File: src/rtl/packet_unpack_pkg.sv
// packet_unpack_pkg: shared constants, flag state type and bits_in clamp for packet_unpack.
// Default geometry is 32-bit words to 7-bit symbols; CNT_W/BUF_W size the residue for that geometry.
package packet_unpack_pkg;
    localparam int IN_WIDTH_DEF  = 32;
    localparam int OUT_WIDTH_DEF = 7;
    localparam int CNT_W         = $clog2(IN_WIDTH_DEF + OUT_WIDTH_DEF);
    localparam int BUF_W         = IN_WIDTH_DEF + OUT_WIDTH_DEF - 1;

    typedef struct packed {
        logic in_pkt;
        logic sop_pend;
        logic eop_pend;
    } flags_t;

    // Valid bits carried by a word: full width unless an EOP word names a count in 1..width.
    function automatic int valid_bits(input logic eop, input int bits, input int width);
        return (!eop || bits == 0 || bits > width) ? width : bits;
    endfunction
endpackage

File: src/rtl/packet_unpack_if.sv
// packet_unpack_if: word ingress and symbol egress signals of packet_unpack.
// slave is the unpacker side, master is the side that feeds words and accepts symbols.
interface packet_unpack_if import packet_unpack_pkg::*; #(
    parameter int IN_WIDTH  = IN_WIDTH_DEF,
    parameter int OUT_WIDTH = OUT_WIDTH_DEF,
    parameter int BITS_W    = $clog2(IN_WIDTH + 1)
);
    logic                 valid_in, ready_out, sop_in, eop_in;
    logic [IN_WIDTH-1:0]  data_in;
    logic [BITS_W-1:0]    bits_in;
    logic                 valid_out, ready_in, sop_out, eop_out, err_out;
    logic [OUT_WIDTH-1:0] data_out;

    modport master (
        output valid_in, data_in, sop_in, eop_in, bits_in, ready_in,
        input  ready_out, valid_out, data_out, sop_out, eop_out, err_out
    );
    modport slave (
        input  valid_in, data_in, sop_in, eop_in, bits_in, ready_in,
        output ready_out, valid_out, data_out, sop_out, eop_out, err_out
    );
endinterface

File: src/rtl/packet_unpack_shift_buf.sv
// unpack_shift_buf: residue buffer plus valid-bit count for packet_unpack.
// Ports: clk, rst (async, active-high); clear_i drops the residue ahead of a load;
// load_i appends word_i (nbits_i valid bits, upper bits already zero) above the residue;
// shift_i retires one symbol; sym_o is the oldest symbol, cnt_o the residue bit count.
module unpack_shift_buf import packet_unpack_pkg::*; #(
    parameter int IN_WIDTH  = IN_WIDTH_DEF,
    parameter int OUT_WIDTH = OUT_WIDTH_DEF,
    parameter int CW        = CNT_W,
    parameter int BW        = BUF_W
) (
    input  logic                 clk,
    input  logic                 rst,
    input  logic                 clear_i,
    input  logic                 load_i,
    input  logic                 shift_i,
    input  logic [IN_WIDTH-1:0]  word_i,
    input  logic [CW-1:0]        nbits_i,
    output logic [OUT_WIDTH-1:0] sym_o,
    output logic [CW-1:0]        cnt_o
);
    logic [BW-1:0] sbuf_q, sbuf_d, base;
    logic [CW-1:0] cnt_q, cnt_d, cbase;

    // Bits above cnt are kept zero, so the final short symbol comes out zero-padded.
    always_comb begin
        base   = clear_i ? '0 : sbuf_q;
        cbase  = clear_i ? '0 : cnt_q;
        sbuf_d = load_i ? base | (BW'(word_i) << cbase) : shift_i ? sbuf_q >> OUT_WIDTH : sbuf_q;
        cnt_d  = load_i ? cbase + nbits_i
               : shift_i ? (cnt_q > CW'(OUT_WIDTH) ? cnt_q - CW'(OUT_WIDTH) : '0) : cnt_q;
    end

    always_ff @(posedge clk or posedge rst) begin
        if (rst) begin
            sbuf_q <= '0;
            cnt_q  <= '0;
        end else begin
            sbuf_q <= sbuf_d;
            cnt_q  <= cnt_d;
        end
    end

    assign sym_o = sbuf_q[OUT_WIDTH-1:0];
    assign cnt_o = cnt_q;
endmodule

File: src/rtl/packet_unpack.sv
// packet_unpack: splits IN_WIDTH-bit packet words into OUT_WIDTH-bit symbols, LSB first, with framing checks.
// Ports: clk, rst (async, active-high); bus (packet_unpack_if.slave) carries the word input
// (valid_in/ready_out/data_in/sop_in/eop_in/bits_in) and symbol output
// (valid_out/ready_in/data_out/sop_out/eop_out) plus the one-cycle err_out pulse.
module packet_unpack import packet_unpack_pkg::*; #(
    parameter int IN_WIDTH  = IN_WIDTH_DEF,
    parameter int OUT_WIDTH = OUT_WIDTH_DEF
) (
    input logic            clk,
    input logic            rst,
    packet_unpack_if.slave bus
);
    localparam int CW = $clog2(IN_WIDTH + OUT_WIDTH);
    localparam int BW = IN_WIDTH + OUT_WIDTH - 1;

    flags_t               flg_q, flg_d;
    logic                 live_q, err_q;
    logic [CW-1:0]        cnt;
    logic [OUT_WIDTH-1:0] sym;
    logic [IN_WIDTH-1:0]  word;
    int                   nb;
    logic                 accept, xfer, load;

    always_comb begin
        nb   = valid_bits(bus.eop_in, int'(bus.bits_in), IN_WIDTH);
        word = bus.data_in & ({IN_WIDTH{1'b1}} >> (IN_WIDTH - nb));
    end

    // live_q holds ready_out low until the first clock after reset release.
    assign bus.ready_out = live_q & (cnt < CW'(OUT_WIDTH)) & ~flg_q.eop_pend;
    assign bus.valid_out = (cnt >= CW'(OUT_WIDTH)) | (flg_q.eop_pend & (cnt != '0));
    assign bus.data_out  = sym;
    assign bus.sop_out   = bus.valid_out & flg_q.sop_pend;
    assign bus.eop_out   = bus.valid_out & flg_q.eop_pend & (cnt <= CW'(OUT_WIDTH));
    assign bus.err_out   = err_q;

    assign accept = bus.valid_in & bus.ready_out;
    assign xfer   = bus.valid_out & bus.ready_in;
    // Words outside a packet are accepted but never loaded.
    assign load   = accept & (bus.sop_in | flg_q.in_pkt);

    always_comb begin
        flg_d = flg_q;
        if (load)
            flg_d = '{in_pkt: 1'b1, sop_pend: bus.sop_in | flg_q.sop_pend, eop_pend: bus.eop_in};
        else if (xfer)
            flg_d = '{in_pkt: flg_q.in_pkt & ~bus.eop_out, sop_pend: 1'b0,
                      eop_pend: flg_q.eop_pend & ~bus.eop_out};
    end

    always_ff @(posedge clk or posedge rst) begin
        if (rst) begin
            flg_q  <= '0;
            live_q <= 1'b0;
            err_q  <= 1'b0;
        end else begin
            flg_q  <= flg_d;
            live_q <= 1'b1;
            // SOP inside an open packet, or a non-SOP word outside one.
            err_q  <= accept & (bus.sop_in == flg_q.in_pkt);
        end
    end

    // A SOP word always restarts the residue, discarding any unfinished packet.
    unpack_shift_buf #(
        .IN_WIDTH (IN_WIDTH),
        .OUT_WIDTH(OUT_WIDTH),
        .CW       (CW),
        .BW       (BW)
    ) u_buf (
        .clk    (clk),
        .rst    (rst),
        .clear_i(accept & bus.sop_in),
        .load_i (load),
        .shift_i(xfer),
        .word_i (word),
        .nbits_i(CW'(nb)),
        .sym_o  (sym),
        .cnt_o  (cnt)
    );
endmodule

File: src/flat_wrapper.sv
// flat-port wrapper written by rule: the top's interface ports become plain ports
module packet_unpack_flat import packet_unpack_pkg::*;
#(
    parameter int IN_WIDTH  = IN_WIDTH_DEF,
    parameter int OUT_WIDTH = OUT_WIDTH_DEF
)
  (clk, rst, bus_valid_in, bus_data_in, bus_sop_in, bus_eop_in, bus_bits_in, bus_ready_in, bus_ready_out, bus_valid_out, bus_data_out, bus_sop_out, bus_eop_out, bus_err_out);
  packet_unpack_if #(.IN_WIDTH(IN_WIDTH), .OUT_WIDTH(OUT_WIDTH)) bus_i ();
  input logic clk;
  input logic rst;
  input wire logic [$bits(bus_i.valid_in)-1:0] bus_valid_in;
  input wire logic [$bits(bus_i.data_in)-1:0] bus_data_in;
  input wire logic [$bits(bus_i.sop_in)-1:0] bus_sop_in;
  input wire logic [$bits(bus_i.eop_in)-1:0] bus_eop_in;
  input wire logic [$bits(bus_i.bits_in)-1:0] bus_bits_in;
  input wire logic [$bits(bus_i.ready_in)-1:0] bus_ready_in;
  output wire logic [$bits(bus_i.ready_out)-1:0] bus_ready_out;
  output wire logic [$bits(bus_i.valid_out)-1:0] bus_valid_out;
  output wire logic [$bits(bus_i.data_out)-1:0] bus_data_out;
  output wire logic [$bits(bus_i.sop_out)-1:0] bus_sop_out;
  output wire logic [$bits(bus_i.eop_out)-1:0] bus_eop_out;
  output wire logic [$bits(bus_i.err_out)-1:0] bus_err_out;
  assign bus_i.valid_in = bus_valid_in;
  assign bus_i.data_in = bus_data_in;
  assign bus_i.sop_in = bus_sop_in;
  assign bus_i.eop_in = bus_eop_in;
  assign bus_i.bits_in = bus_bits_in;
  assign bus_i.ready_in = bus_ready_in;
  assign bus_ready_out = bus_i.ready_out;
  assign bus_valid_out = bus_i.valid_out;
  assign bus_data_out = bus_i.data_out;
  assign bus_sop_out = bus_i.sop_out;
  assign bus_eop_out = bus_i.eop_out;
  assign bus_err_out = bus_i.err_out;
  packet_unpack #(.IN_WIDTH(IN_WIDTH), .OUT_WIDTH(OUT_WIDTH)) u_core (.clk(clk), .rst(rst), .bus(bus_i));
endmodule
File: config.mk
export PLATFORM = sky130hd
export DESIGN_NAME = packet_unpack_flat
export DESIGN_NICKNAME = d
export VERILOG_FILES = /design/src/rtl/packet_unpack_pkg.sv /design/src/rtl/packet_unpack_if.sv /design/src/rtl/packet_unpack_shift_buf.sv /design/src/rtl/packet_unpack.sv /design/src/flat_wrapper.sv
export SDC_FILE = /design/constraint.sdc
export NUM_CORES = 1
export LEC_CHECK = 0
export ABC_AREA = 0
export CAP_MARGIN = 20
export CORE_UTILIZATION = 30
export CTS_BUF_LIST = sky130_fd_sc_hd__clkbuf_4 sky130_fd_sc_hd__clkbuf_8 sky130_fd_sc_hd__clkbuf_16
export CTS_CLUSTER_SIZE = 40
export DETAILED_ROUTE_END_ITERATION = 8
export GPL_TIMING_DRIVEN = 0
export PLACE_DENSITY = 0.59
export SETUP_SLACK_MARGIN = 0.3
export SLEW_MARGIN = 5
export SYNTH_ARGS = -nofsm -noshare
export SYNTH_HDL_FRONTEND = slang
export SYNTH_HIERARCHICAL = 1
export SYNTH_SLANG_ARGS = --single-unit
export TNS_END_PERCENT = 100
File: constraint.sdc
create_clock -name clk -period 8 [get_ports clk]
set_input_delay 1.6 -clock clk [delete_from_list [all_inputs] [get_ports clk]]
set_output_delay 1.6 -clock clk [all_outputs]
set_load 0.01 [all_outputs]
==> flow_metrics.py, run 1 <==
metrics = {
    "global_route": {
        "antenna_found_initial": 0,
        "first_global_vias": 5401,
        "grt_pass1_wl_mm": 31.3,
        "grt_max_degree": 38,
        "overflow": 0,
        "gr-usage-all-layers_pct": 20.9,
    },
    "timing": {
        "drv_slew": 0,
        "fin_crit_sh_pct": 71.1,
        "hold_slack_ns": 0.483,
        "clock.fmax_ghz": 0.176,
        "fin_setup_tns_ns": 0,
        "skew_ns": 0.00532,
        "rsz0062_at_grt": "false",
        "worst_slew_pin_slew_ns": 0.842,
        "relSlewSlack_pct": 43.7,
        "hold_viol": 0,
        "layout_min_cycle_time_ns": 5.69,
        "setup_violations": 0,
    },
    "synthesis": {
        "syn_nets": 696,
        "synth.distinct_cells": 80,
        "synth_area_leaders": "dfrtp_1, mux4_2, mux2i_1",
        "synthCells": 647,
        "yosysTopAreaCellShare_pct": 22.0,
        "async_flop_share_pct": 100,
        "netlist_area_um2": 5590,
        "synth_edf_count": 0,
        "synthFlopType": "dfrtp_1",
        "ys_seq_area_share_pct": 22.0,
        "syn_area_per_cell_um2": 8.63,
        "ys_warn_count": 6,
        "yosysTopAreaCell": "dfrtp_1",
        "ys_seq_elements": 49,
    },
    "clock_network": {
        "worstSkewPairLatency_ns": 0.30,
        "cts.root.buffer_cell": "clkbuf_16",
        "cts_setup_buffers": 0,
        "numCtsBuffers": 5,
        "cts.hold.buffers_added": 0,
        "clockBufferDepth": 2,
        "cts_tree": "yes",
        "htree_levels": 2,
        "postCtsResizedCells": 0,
        "clk_pin_slew_ns": 0.07,
        "cts_sinks": 49,
    },
    "drt": {
        "top_layer": "met4",
        "met2_length_mm": 8.98,
        "wl_met1_mm": 8.95,
        "ant_nets": 0,
        "dr.pass1.iters": 6,
        "wl_mm": 20.2,
        "viasPerCell": 6.06,
        "dr_wl_met3_mm": 1.62,
        "wl_per_cell_um": 21.5,
        "num_vias": 5686,
        "drtIter0Drc": 601,
        "drc_errors": 0,
    },
    "floorplanning": {
        "start_util_pct": 30.9,
        "die_w_um": 138,
        "die_area_um2": 19200,
        "core_um2": 18100,
        "rows": 49,
        "num_io_pins": 56,
        "die_h_um": 138,
    },
    "critical_path": {
        "arrival_ns": 5.89,
        "critPathLaunchType": "primary input",
        "critPathMaxFanout": 10,
        "crit_path_end_kind": "register",
        "slowest_stage": "clkdlybuf4s50_1",
        "cp.required_ns": 8.20,
        "path_class": "primary input to register",
        "r2r_slack_ns": 3.94,
        "r2r_start": "u_core/u_buf/cnt_o[5]$_DFFE_PP0P_",
        "crit_start": "bus_eop_in",
        "cpMostUsedCell": "buf_2",
        "cpPeakStageDelay_ns": 0.56,
        "path_cells": "clkdlybuf4s50_1, and2b_1, buf_2, nand2_1, ha_1, buf_2, o21ai_0, a211oi_2, o21a_1, nor3b_1, nor4_1, a221o_1, mux2i_1, a21oi_1, o221ai_1",
    },
    "final_layout": {
        "finalNetCount": 757,
        "final_cell_mix": "nand2_1, clkdlybuf4s50_1, mux2i_1",
        "diodes": 0,
        "drive_above_1_share_pct": 13.1,
        "area_growth_pct": 17.6,
        "final_common_cell": "nand2_1",
    },
    "pwr": {
        "power.leakage_nw": 2.66,
        "ir_worst_vdd_uv": 107,
        "p_per_area_nw_per_um2": 325,
    },
    "placed_design": {
        "portBuffers": 53,
        "gp_congestion": 0.937,
        "dp_hpwl_mm": 15.9,
    },
    "outcome": {
        "status": "completed",
    },
    "flow_run": {
        "maxCapViolCount": 0,
    },
    "min_path": {
        "hold_path_class": "register to register",
        "hp-start": "u_core/flg_q[2]$_DFFE_PP0P_",
    },
}
## cells by family (layout without fill, tap and decap cells)
group | after synthesis | in the layout | share of synthesized area [%]
other | 1 | 1 | 0.0671
buffers and inverters | 82 | 144 | 7.91
XOR/XNOR | 8 | 8 | 1.25
flip-flops | 49 | 49 | 22.0
AND/OR/NAND/NOR | 199 | 199 | 19.1
AO/OA/AOI/OAI | 215 | 215 | 26.1
multiplexers | 87 | 87 | 22.3
adder cells (fa/ha/maj) | 6 | 6 | 1.30
## cell usage after synthesis, types with 4 or more instances
master / count
buf_4: 9
and2_1: 10
a21oi_1: 48
nor2b_1: 14
mux4_2: 28
nand2b_1: 11
o31ai_1: 7
dfrtp_1: 49
a32oi_1: 4
o211a_1: 8
nand4_1: 4
a22oi_1: 15
ha_1: 5
a22o_1: 6
buf_2: 14
nor2_1: 37
or2_2: 4
a31oi_1: 8
o21ai_1: 6
nand2_1: 54
nor3_1: 12
o221ai_1: 7
o211ai_1: 7
buf_6: 5
clkbuf_1: 28
a2111oi_0: 4
mux2i_1: 53
or3_1: 4
o22ai_1: 8
and3_1: 9
a21o_1: 5
o2bb2ai_1: 6
o21ai_0: 41
a211oi_1: 4
inv_1: 18
o21a_1: 9
xnor2_1: 7
nand3_1: 13
## metrics by stage
stage / util, % / worst slack (ns) / area (µm²) / cells / power [mW]
5_1_grt: 36.3 / 1.98 / 6570 / 938 / 2.26
3_3_place_gp: 35.4 / 2.17 / 6400 / 929 / 1.87
3_5_place_dp: 35.5 / 2.13 / 6420 / 930 / 1.88
2_1_floorplan: - / 3.46 / 5590 / 647 / 1.43
6_report: 36.3 / 2.31 / 6570 / 938 / 2.13
4_1_cts: 36.3 / 2.41 / 6570 / 938 / 2.10
## flip-flops by register name, summed over array words and instances (netlist names)
name,cells
u_core/u_buf/sbuf_q,38
u_core/u_buf/cnt_o,6
u_core/flg_q,3
u_core/bus.err_out,1
u_core/live_q,1
## worst max-delay path, delay by kind of cell
| family | cells | cell delay (ns) |
|---|---|---|
| muxes | 1 | 0.33 |
| AOI/OAI and AO/OA | 6 | 1.83 |
| adders and majority gates | 1 | 0.33 |
| and+or+nand+nor | 4 | 0.78 |
| buffers and inverters | 3 | 1.02 |
## where the power goes
part           leakage [nW]  switching [mW]  internal (mW)  total [mW]
registers             0.642          0.0730          0.337       0.410
clock network        0.0665          0.0972          0.120       0.217
logic                  1.96           0.899          0.609        1.51
total                  2.66            1.07           1.07        2.13
## worst paths after layout
kind                            cells after the start                             endpoint
worst max-delay path                               15  u_core/u_buf/sbuf_q[29]$_DFFE_PP0P_
worst min register to register                      1          u_core/flg_q[2]$_DFFE_PP0P_
max in group asynchronous                           3  u_core/u_buf/sbuf_q[27]$_DFFE_PP0P_
worst min-delay path                                1          u_core/flg_q[2]$_DFFE_PP0P_
worst max register to register                     13    u_core/u_buf/cnt_o[5]$_DFFE_PP0P_
min in group asynchronous                           2         u_core/bus.err_out$_DFF_PP0_
## layer usage
metal / vias up / track usage, %
li1: 2581 / -
met2: 309 / 32.8
met1: 2729 / 28.8
met4: 0 / 7.51
met5: - / 0
met3: 67 / 3.53
## cell type report
class                      instances  area (µm²)
multi-input combinational        516        3920
tap                              229         287
fill                            1872       11500
buffer                            62         367
timing repair buffer              54         551
clock inverter                     2        15.0
sequential                        49        1230
inverter                          20        75.1
clock buffer                       6         133
No activity file was read; power rests on OpenSTA's default activity.
==> run 2, diff against run 1 <==
==> constraint.sdc (replaced) <==
create_clock -name clk -period 5.6 [get_ports clk]
set_input_delay 1.12 -clock clk [delete_from_list [all_inputs] [get_ports clk]]
set_output_delay 1.12 -clock clk [all_outputs]
set_load 0.01 [all_outputs]
==> run 2 against run 1 <==
Die area did not move. Sequential cell count did not move. Highest routed layer unchanged. Non-clock buffer count rose by 2. First-iteration DRC count rose by 15%. Clock power rose by 42%. Clock-buffer cell count did not move. Sequential power rose by 43%.
==> flow_metrics.py, run 2 (synthesis results as in run 1) <==
metrics = {
    "critical_path": {
        "crit_path_end_kind": "register",
        "path_class": "primary input to register",
        "cpMostUsedCell": "buf_2",
        "critPathMaxFanout": 10,
        "path_cells": "clkdlybuf4s50_1, and2b_1, buf_2, nand2_1, ha_1, buf_2, xnor2_1, nand4_1, nor2b_1, o21a_1, a31oi_1, and2_0, a21oi_1, o41ai_1, o22ai_2",
        "r2r_start": "u_core/u_buf/cnt_o[5]$_DFFE_PP0P_",
        "cp.required_ns": 5.75,
        "slowest_stage": "clkdlybuf4s50_1",
        "r2r_slack_ns": 1.54,
        "critPathLaunchType": "primary input",
        "r2r_cells": 13,
        "cpPeakStageDelay_ns": 0.64,
        "arrival_ns": 5.20,
        "rr_endpoint": "u_core/u_buf/cnt_o[5]$_DFFE_PP0P_",
    },
    "global_route": {
        "grt_max_degree": 38,
        "antenna_found_initial": 0,
        "grt_pass1_wl_mm": 31.3,
        "first_global_vias": 5401,
        "overflow": 0,
        "gr-usage-all-layers_pct": 20.9,
    },
    "final_layout": {
        "stdcell_count": 940,
        "top_register": "u_core/u_buf/sbuf_q",
        "drive_above_1_share_pct": 13.4,
        "final_common_cell": "nand2_1",
        "finalNetCount": 759,
        "area_growth_pct": 17.9,
        "diodes": 0,
        "post-route-util_pct": 36.4,
        "largest_reg_flops": 38,
        "final_cell_mix": "nand2_1, clkdlybuf4s50_1, mux2i_1",
    },
    "clock_network": {
        "htree_levels": 2,
        "cts_sinks": 49,
        "cts.root.buffer_cell": "clkbuf_16",
        "clockBufferDepth": 2,
        "worstSkewPairLatency_ns": 0.29,
        "clk_pin_slew_ns": 0.07,
        "numCtsBuffers": 5,
        "cts_tree": "yes",
        "cts.hold.buffers_added": 0,
    },
    "floorplanning": {
        "rows": 49,
        "die_area_um2": 19200,
        "start_util_pct": 30.9,
        "die_h_um": 138,
        "core_um2": 18100,
        "num_io_pins": 56,
        "die_w_um": 138,
    },
    "timing": {
        "skew_ns": 0.00374,
        "rsz0062_at_grt": "false",
        "relSlewSlack_pct": 43.8,
        "worst_slew_pin_slew_ns": 0.841,
        "clock.fmax_ghz": 0.198,
        "setup_violations": 0,
        "fin_crit_sh_pct": 90.1,
        "drv_slew": 0,
        "hold_viol": 0,
        "finalWorstSetupSlack_ns": 0.555,
        "fin_setup_tns_ns": 0,
        "layout_min_cycle_time_ns": 5.05,
    },
    "min_path": {
        "worstHoldEndpoint": "u_core/flg_q[2]$_DFFE_PP0P_",
        "hold_path_class": "register to register",
        "hold_depth": 1,
        "hp-start": "u_core/flg_q[2]$_DFFE_PP0P_",
    },
    "placed_design": {
        "portBuffers": 53,
        "dpl_worst_slack_ns": 0.209,
        "dp_hpwl_mm": 15.9,
        "place_inst": 930,
        "gp_congestion": 0.937,
    },
    "drt": {
        "viasPerCell": 6.06,
        "wl_per_cell_um": 21.4,
        "drc_errors": 0,
        "num_vias": 5699,
        "wl_mm": 20.1,
        "drtIter0Drc": 690,
        "ant_nets": 0,
        "dr.pass1.iters": 6,
    },
    "outcome": {
        "status": "completed",
    },
    "pwr": {
        "ir_worst_vdd_uv": 154,
        "p_per_area_nw_per_um2": 462,
        "power.leakage_nw": 2.67,
    },
    "flow_run": {
        "maxCapViolCount": 0,
    },
}
[run 2: changes by cell type in the layout (fill, tap and decap cells not counted)]
cell	previous run	this run
o21ai_1	6	7
buf_4	9	11
o21ai_0	41	40
[run 2: worst max-delay path by stage]
stage	startpoint	endpoint	slack [ns]	cells past startpoint
4_1_cts	bus_eop_in	u_core/u_buf/sbuf_q[29]$_DFFE_PP0P_	0.49	15
3_5_place_dp	bus_eop_in	u_core/u_buf/sbuf_q[29]$_DFFE_PP0P_	0.21	15
6_report	bus_eop_in	u_core/u_buf/sbuf_q[30]$_DFFE_PP0P_	0.55	15
5_1_grt	bus_bits_in[5]	u_core/u_buf/sbuf_q[29]$_DFFE_PP0P_	0.31	16
3_3_place_gp	bus_bits_in[5]	u_core/u_buf/sbuf_q[29]$_DFFE_PP0P_	0.25	15
2_1_floorplan	bus_bits_in[5]	u_core/u_buf/sbuf_q[28]$_DFFE_PP0P_	1.54	15
[run 2: stage by stage]
stage,hold slack (ns),power [mW],area [µm²]
final,0.483,3.04,6590
after global routing,0.506,3.22,6590
after CTS,0.487,3.00,6570
after detailed placement,0.472,2.68,6420
after global placement,0.463,2.67,6400
after floorplan,0.450,2.04,5590
[run 2: routing by layer]
layer  track usage [%]  share of wire, %
met1              28.8                44
met4              7.51               3.0
met3              3.53               8.3
met2              32.8                45
met5                 0                 0
[run 2: where the power goes]
group | internal, mW | leakage [nW] | switching (mW)
sequential | 0.481 | 0.642 | 0.104
clock | 0.171 | 0.0665 | 0.139
combinational | 0.872 | 1.97 | 1.28
total | 1.52 | 2.67 | 1.52
[run 2: final cells by class]
| cell class | instances | area (µm²) |
|---|---|---|
| timing repair buffer | 56 | 566 |
| fill | 1869 | 11500 |
| tap | 229 | 287 |
| buffer | 62 | 367 |
| sequential | 49 | 1230 |
| inverter | 20 | 75.1 |
| clock inverter | 2 | 15.0 |
| clock buffer | 6 | 133 |
| multi-input combinational | 516 | 3920 |
[run 2: timing repair]
action / in CTS / in global routing
buffers inserted: 0 / 2
gates resized for setup: 0 / 1
endpoints found under the setup margin: 0 / 4
[run 2: critical path, delay by kind of cell]
family | cells | cell delay, ns
xor gates and xnor gates | 1 | 0.21
buffers and inverters | 3 | 1.08
adders and majority gates | 1 | 0.32
and+or+nand+nor | 5 | 1.12
AOI/OAI and AO/OA | 5 | 1.33
